==> src/rtl/gray_code_counter_pkg.sv <==
// Shared Gray-code helpers for the counter and anything that consumes its output.
// Functions work on GRAY_MAX_W bits; callers size-cast to their own width.
package gray_pkg;

   localparam int GRAY_DEFAULT_W = 4;
   localparam int GRAY_MAX_W     = 32;

   function automatic logic [GRAY_MAX_W-1:0] bin2gray(input logic [GRAY_MAX_W-1:0] b);
      return b ^ (b >> 1);
   endfunction

   // Each binary bit is the XOR of all Gray bits at and above it.
   function automatic logic [GRAY_MAX_W-1:0] gray2bin(input logic [GRAY_MAX_W-1:0] g);
      logic [GRAY_MAX_W-1:0] b;
      b = '0;
      for (int i = 0; i < GRAY_MAX_W; i++) begin
         b[i] = ^(g >> i);
      end
      return b;
   endfunction

endpackage

==> src/rtl/gray_code_counter.sv <==
// Up/down binary counter with load and wrap/saturate, presenting its count as registered Gray code.
// Flags o_step/o_wrap describe the edge that produced the current o_gray.
module gray_code_counter
   import gray_pkg::*;
#(
   parameter int WIDTH = GRAY_DEFAULT_W,
   parameter bit WRAP  = 1'b1
) (
   input  logic             i_clk,
   input  logic             i_rst,
   input  logic             i_en,
   input  logic             i_up,
   input  logic             i_load,
   input  logic [WIDTH-1:0] i_load_bin,
   output logic [WIDTH-1:0] o_gray,
   output logic             o_step,
   output logic             o_wrap,
   output logic             o_at_limit
);

   localparam logic [WIDTH-1:0] MAX_CNT = '1;

   logic [WIDTH-1:0] cnt_q, cnt_d;
   logic [WIDTH-1:0] gray_q, gray_d;
   logic             step_q, step_d;
   logic             wrap_q, wrap_d;
   logic             at_max, at_zero;

   assign at_max  = (cnt_q == MAX_CNT);
   assign at_zero = (cnt_q == '0);

   always_comb begin
      cnt_d  = cnt_q;
      step_d = 1'b0;
      wrap_d = 1'b0;
      if (i_load) begin
         cnt_d  = i_load_bin;
         step_d = (i_load_bin != cnt_q);
      end else if (i_en) begin
         if ((i_up && at_max) || (!i_up && at_zero)) begin
            // Modular +/-1 lands on the opposite limit; saturating mode just holds.
            if (WRAP) begin
               cnt_d  = i_up ? '0 : MAX_CNT;
               step_d = 1'b1;
               wrap_d = 1'b1;
            end
         end else begin
            cnt_d  = i_up ? cnt_q + 1'b1 : cnt_q - 1'b1;
            step_d = 1'b1;
         end
      end
      gray_d = WIDTH'(bin2gray(GRAY_MAX_W'(cnt_d)));
   end

   always_ff @(posedge i_clk) begin
      if (i_rst) begin
         cnt_q  <= '0;
         gray_q <= '0;
         step_q <= 1'b0;
         wrap_q <= 1'b0;
      end else begin
         cnt_q  <= cnt_d;
         gray_q <= gray_d;
         step_q <= step_d;
         wrap_q <= wrap_d;
      end
   end

   assign o_gray     = gray_q;
   assign o_step     = step_q;
   assign o_wrap     = wrap_q;
   assign o_at_limit = i_up ? at_max : at_zero;

endmodule

==> config.mk <==
export PLATFORM = sky130hd
export DESIGN_NAME = gray_code_counter
export DESIGN_NICKNAME = d
export VERILOG_FILES = /design/src/rtl/gray_code_counter_pkg.sv /design/src/rtl/gray_code_counter.sv
export SDC_FILE = /design/constraint.sdc
export NUM_CORES = 1
export LEC_CHECK = 0
export ABC_AREA = 1
export BUFFER_PORTS_ARGS = -buffer_cell sky130_fd_sc_hd__buf_2
export CORE_UTILIZATION = 45
export DETAILED_ROUTE_END_ITERATION = 8
export PLACE_DENSITY_LB_ADDON = 0.2
export SLEW_MARGIN = 5
export SYNTH_ARGS = -nofsm -noshare
export SYNTH_HDL_FRONTEND = slang
export SYNTH_SLANG_ARGS = --single-unit
==> constraint.sdc <==
create_clock -name i_clk -period 1.8 [get_ports i_clk]
set_input_delay 0.36 -clock i_clk [delete_from_list [all_inputs] [get_ports i_clk]]
set_output_delay 0.36 -clock i_clk [all_outputs]
set_load 0.03 [all_outputs]
* Word-level counts from Yosys, hierarchy flattened *
Index checks and enable logic that the tools add are counted.

operators by class
  $add $sub $neg = 2
  eq/ne operators = 2
  mux-type cells = 9
  bitwise gates (word level) = 2
  reduce and logical (&&, ||, !) cells = 6

operators with widths
  operator                                                            number
  4-bit 2-to-1 mux                                                    5
  4-bit by 1-bit adder with 4-bit output, second input constant       1
  4-bit == test, second input constant                                1
  4-bit zero test                                                     1
  1-bit 2-to-1 mux                                                    4
  4-bit != test                                                       1
  4-bit by 1-bit subtractor with 4-bit output, second input constant  1
  4-bit by 3-bit XOR with 4-bit output                                1
  3-bit OR reduction                                                  1
  1-bit logical AND                                                   2
  1-bit zero test                                                     1
  1-bit logical OR                                                    1
  1-bit inverter                                                      1

storage, ports and cells
  register bits after elaboration = 10
  output and inout bits = 7

* Logic depth before layout (Yosys ltp) *
  depth in word-level cells = 7
  depth in mapped cells = 12
  depth with buffers taken out = 12

* Worst setup path before layout *
No wires, ideal clock.

  kind = register to register
  start point = register cnt_q[0]
  end point = register gray_q[2], in the netlist o_gray[2]
  setup time = 0.112 ns
  data arrival time = 1.452 ns
  required time = 1.688 ns
  path slack = 0.236 ns
  cell stages (with the launch flop) = 12
  path through = dfxtp_1 inv_1 fa_1 xor2_1 nand2_1 nand2_1 nand2_2 nand2_4 nand2_2 inv_2 nand2_1 nand2_1

on the way
  longest elaborated chain between the ends = 7
  elaborated cells between the ends (all ways) = 12

ends and longest elaborated chain
  element                                                                                              line                        source
  start, declared                                                                                      gray_code_counter.sv:23     logic [WIDTH-1:0] cnt_q, cnt_d;
  start signal, assigned                                                                               gray_code_counter.sv:62     cnt_q <= cnt_d;
  parallel branches: the longest is 3 deep, another holds 4-bit by 1-bit subtractor with 4-bit output  n/a
  4-bit 2-to-1 mux *                                                                                   gray_code_counter.sv:40     if ((i_up && at_max) || (!i_up && at_zero)) begin
  4-bit 2-to-1 mux *                                                                                   gray_code_counter.sv:39     end else if (i_en) begin
  4-bit 2-to-1 mux *                                                                                   gray_code_counter.sv:36     if (i_load) begin
  4-bit by 3-bit XOR with 4-bit output *                                                               gray_code_counter_pkg.sv:9  return b ^ (b >> 1);
  end signal, assigned                                                                                 gray_code_counter.sv:63     gray_q <= gray_d;
  end, declared                                                                                        gray_code_counter.sv:24     logic [WIDTH-1:0] gray_q, gray_d;

Mark *: on every way between the ends.
A chain may end at the register's enable or synchronous reset.

* Final worst setup path *
  start point = register cnt_q[3]
  end point = output o_at_limit

on the way
  longest elaborated chain between the ends = 2
  elaborated cells between the ends (all ways) = 3

ends and longest elaborated chain
  element                                           line                                              source
  4-bit == test or 4-bit zero test (tied branches)  gray_code_counter.sv:29, gray_code_counter.sv:30
  1-bit 2-to-1 mux *                                gray_code_counter.sv:72                           assign o_at_limit = i_up ? at_max : at_zero;
  end, declared                                     gray_code_counter.sv:18                           output logic o_at_limit

Every way passes the cells marked *; elsewhere a longest branch is shown, timed or not.

==> results.txt <==
- 1st-iter DRT viols: 7
* Category of the worst setup path launch point: register
- Yosys printed 0 warnings.
* Final setup violation count: 0
- The number of hold buffers added after CTS was 0.
- R2r endpoint: o_gray[2]
- The worst register-to-register path has a depth of 11.
* Clock Tree Root: clkbuf_4
- CTS H-tree depth: 1
- Max capacitance violation total: 0
* Die Height: 38.42 um
* Worst relative slew slack: 82.98%
- After detailed routing, the number of vias per cell comes to 4.828.
* Total die area: 1476 sq um
- Total Neg Setup Slack: 0 ps
* Maximum vdd ir drop: 0.5477 mV
- After floorplanning, the core was divided into 12 placement rows.
* Hold crit path type: input pin to register
- Antenna cell count: 0
- Area growth from synthesis to layout: 21.17%
* Estimated wirelength of the detail-placed design: 1006 um
* Largest clock skew in the final design: 0.9220 ps
- The number of antenna violations at the first check in global routing was 0.
- The worst setup path is captured at a primary output.
- Endpoints failing hold: 0
* Reg-to-reg startpoint: cnt_q[2]
- The detailed router placed 560 vias in this run.
- For this design the top-level I/O count stands at 16.
- TritonCTS sink count: 9
- Worst reg-to-reg setup slack: 190 ps
- The clock reaches the later pin of the worst-skew pair after 250 ps.
- Number of stages on the worst hold path: 2
- After detailed routing, the total wire length is 1183 um.
- Across all hold checks on the routed design, the worst slack comes to 374.8 ps.
- Synth area leader: dfxtp_1
* Via count of the first global-routing pass: 479
- Global Route Usage Sum: 20.34%
- The number of pins exceeding their max-slew limit in the final report came to 0.
* First-pass GRT wire length: 1932 um
- In this run, synthesis inferred 0 flip-flops with an integrated enable.
- CP arrival: 1260 ps
- Actual slew at the worst max-slew pin: 254.9 ps
- Summed over its instances, the top area cell type makes up 30.19% of the synthesized netlist area.
- Among all cell types in the netlist, the one instantiated most often is nand2_1.
- Buffers added to address setup during post-CTS repair amount to 0.
* DR DRC count: 0
- Flip-flop and latch count after synthesis: 9
* Most common flop cell mapped by yosys: dfxtp_1
* GRT Residual Overflow: 0
- TritonCTS built the clock tree.
- Data required time of the worst path: 1440 ps
- Area contributors post-synth: dfxtp_1 30%, nand2_1 12%, nor2_2 6.3%, xnor2_1 5.9%, a21oi_1 5.0%
- The startpoint identified for the worst hold timing path is i_rst.
- In this run the tool buffered the top-level ports with 15 buffer cells.
* Number of clock buffers inserted by TritonCTS: 3
* Clock slew at reported path FFs: 60 ps
* Fraction of registers with async set or reset after synthesis: 0%
- A synthesized cell averages 7.278 sq um.
- Total number of nets in the final design: 115
- Post-DRT Antenna Nets: 0
- Total iterations of the first detailed-routing run: 3
- The region available for standard cell placement spans 1171 sq um.
- Post-Syn Area: 596.8 sq um
* Run status: finished clean
* Syn Nets: 94
* Largest fanout on the critical path: 5
- Last weighted congestion value of the routability-driven placer: 0.8426
* Fraction of layout instances using a drive strength above 1: 35.29%
- Capture endpoint of the worst hold path: cnt_q[3]
* Min cycle time layout: 1621 ps
- Share of the yosys chip area belonging to registers: 30.19%
- Starting density of the core: 50.96%
* Post-synthesis cell count: 82
- Post-synth top cells: 19 x nand2_1, 9 x dfxtp_1, 8 x inv_1
* Tcrit/Tclk final: 90.06%
* Highest Clock Rate: 616.9 MHz
- Static power due to leakage: 0.0003701 uW
- The floorplan step set the die width to 38.42 um.
- Number of cells upsized or downsized after cts: 0
* Pin count of the biggest net entering global routing: 7
- PwrDens: 796.7 nW/um^2
- In the final routed layout, each cell accounts on average for 10.20 um.
* Unrepaired setup endpoints after global routing: no
- Bufs on Longest Clock Path: 2
- Critical Setup Path Class: register to primary output
* Count of unique library cells instantiated by Yosys: 22
-- how the worst max path moves through the flow --
stage                  start    endpoint  cells past startpoint
floorplan           cnt_q[0]   o_gray[2]                     11
global placement        i_up   o_gray[2]                     13
detailed placement      i_up   o_gray[2]                     13
CTS                 cnt_q[2]  o_at_limit                      5
global route        cnt_q[2]   o_gray[2]                     11
finish              cnt_q[3]  o_at_limit                      5
-- cells by family (layout without fill, tap and decap cells) --
group           count (synthesis)  after routing  synth area share, %
xor+xnor                        5              5                7.337
compound gates                 10             10                9.226
fa+ha+maj                       3              3                7.547
flops                           9              9                30.19
simple gates                   44             44                38.16
buf+inv                        11             31                7.548
-- stage by stage --
step | total power, uW | cell area [sq um] | instances | setup WS [ps] | utilization, %
floorplan | 376.6 | 596.8 | 82 | 235.8 | -
global placement | 426.5 | 696.9 | 112 | 83.65 | 59.51
detailed placement | 430.9 | 696.9 | 112 | 39.60 | 59.51
CTS | 583.0 | 723.2 | 116 | 165.7 | 61.75
global route | 620.6 | 723.2 | 116 | 13.39 | 61.75
finish | 576.2 | 723.2 | 116 | 178.9 | 61.75
-- worst max-delay path: stages (launching register included) --
cell	delay (ps)
dfxtp_1	440
nand2_1	120
nor2_2	140
inv_1	70
nand2_1	50
buf_2	190
-- cell usage in the layout, fill, tap and decap left out --
cell type,netlist,final
xnor2_1,4,4
dfxtp_1,9,9
nor2_2,6,6
nor2_1,4,4
clkbuf_1,0,1
nand2_1,19,19
fa_1,1,1
nand4_1,1,1
buf_4,1,2
o21ai_1,2,2
nand3_2,2,2
or2_1,1,1
nand2_4,1,1
nand3_1,6,6
nor2_4,1,1
nand2_2,3,3
buf_2,0,15
a21oi_1,6,6
o21ai_2,1,1
clkbuf_4,0,3
ha_1,2,2
xor2_1,1,1
inv_2,2,2
inv_1,8,8
o22ai_1,1,1
-- registers in the layout, indices dropped and copies added, names as in the netlist --
signal and cells:
cnt_q 4, o_gray 3, o_step 1, o_wrap 1
-- power breakdown --
part | switching (uW) | internal (uW) | total, uW
registers | 10.9 | 218 | 229
logic | 123 | 72.8 | 196
clock network | 65.8 | 85.1 | 151
total | 200 | 376 | 576
-- routing by layer --
layer	part of all wire, %	vias to the layer above	routed length (um)	track usage, %
met5	0	-	0	0
met4	0	0	0	5.172
met3	5.8	0	69	10.47
met2	48	14	564	33.47
met1	46	244	548	23.05
li1	-	302	-	-
-- layout make-up --
cell class              count  area, sq um
flip-flops and latches      9        180.2
clock buffers               4        26.28
multi-input cells          62        371.6
fillers                   116        447.9
inverters                  10        37.54
repair buffers             17        90.09
well taps                  14        17.52
Note: power is estimated with default switching activity, not from simulation.
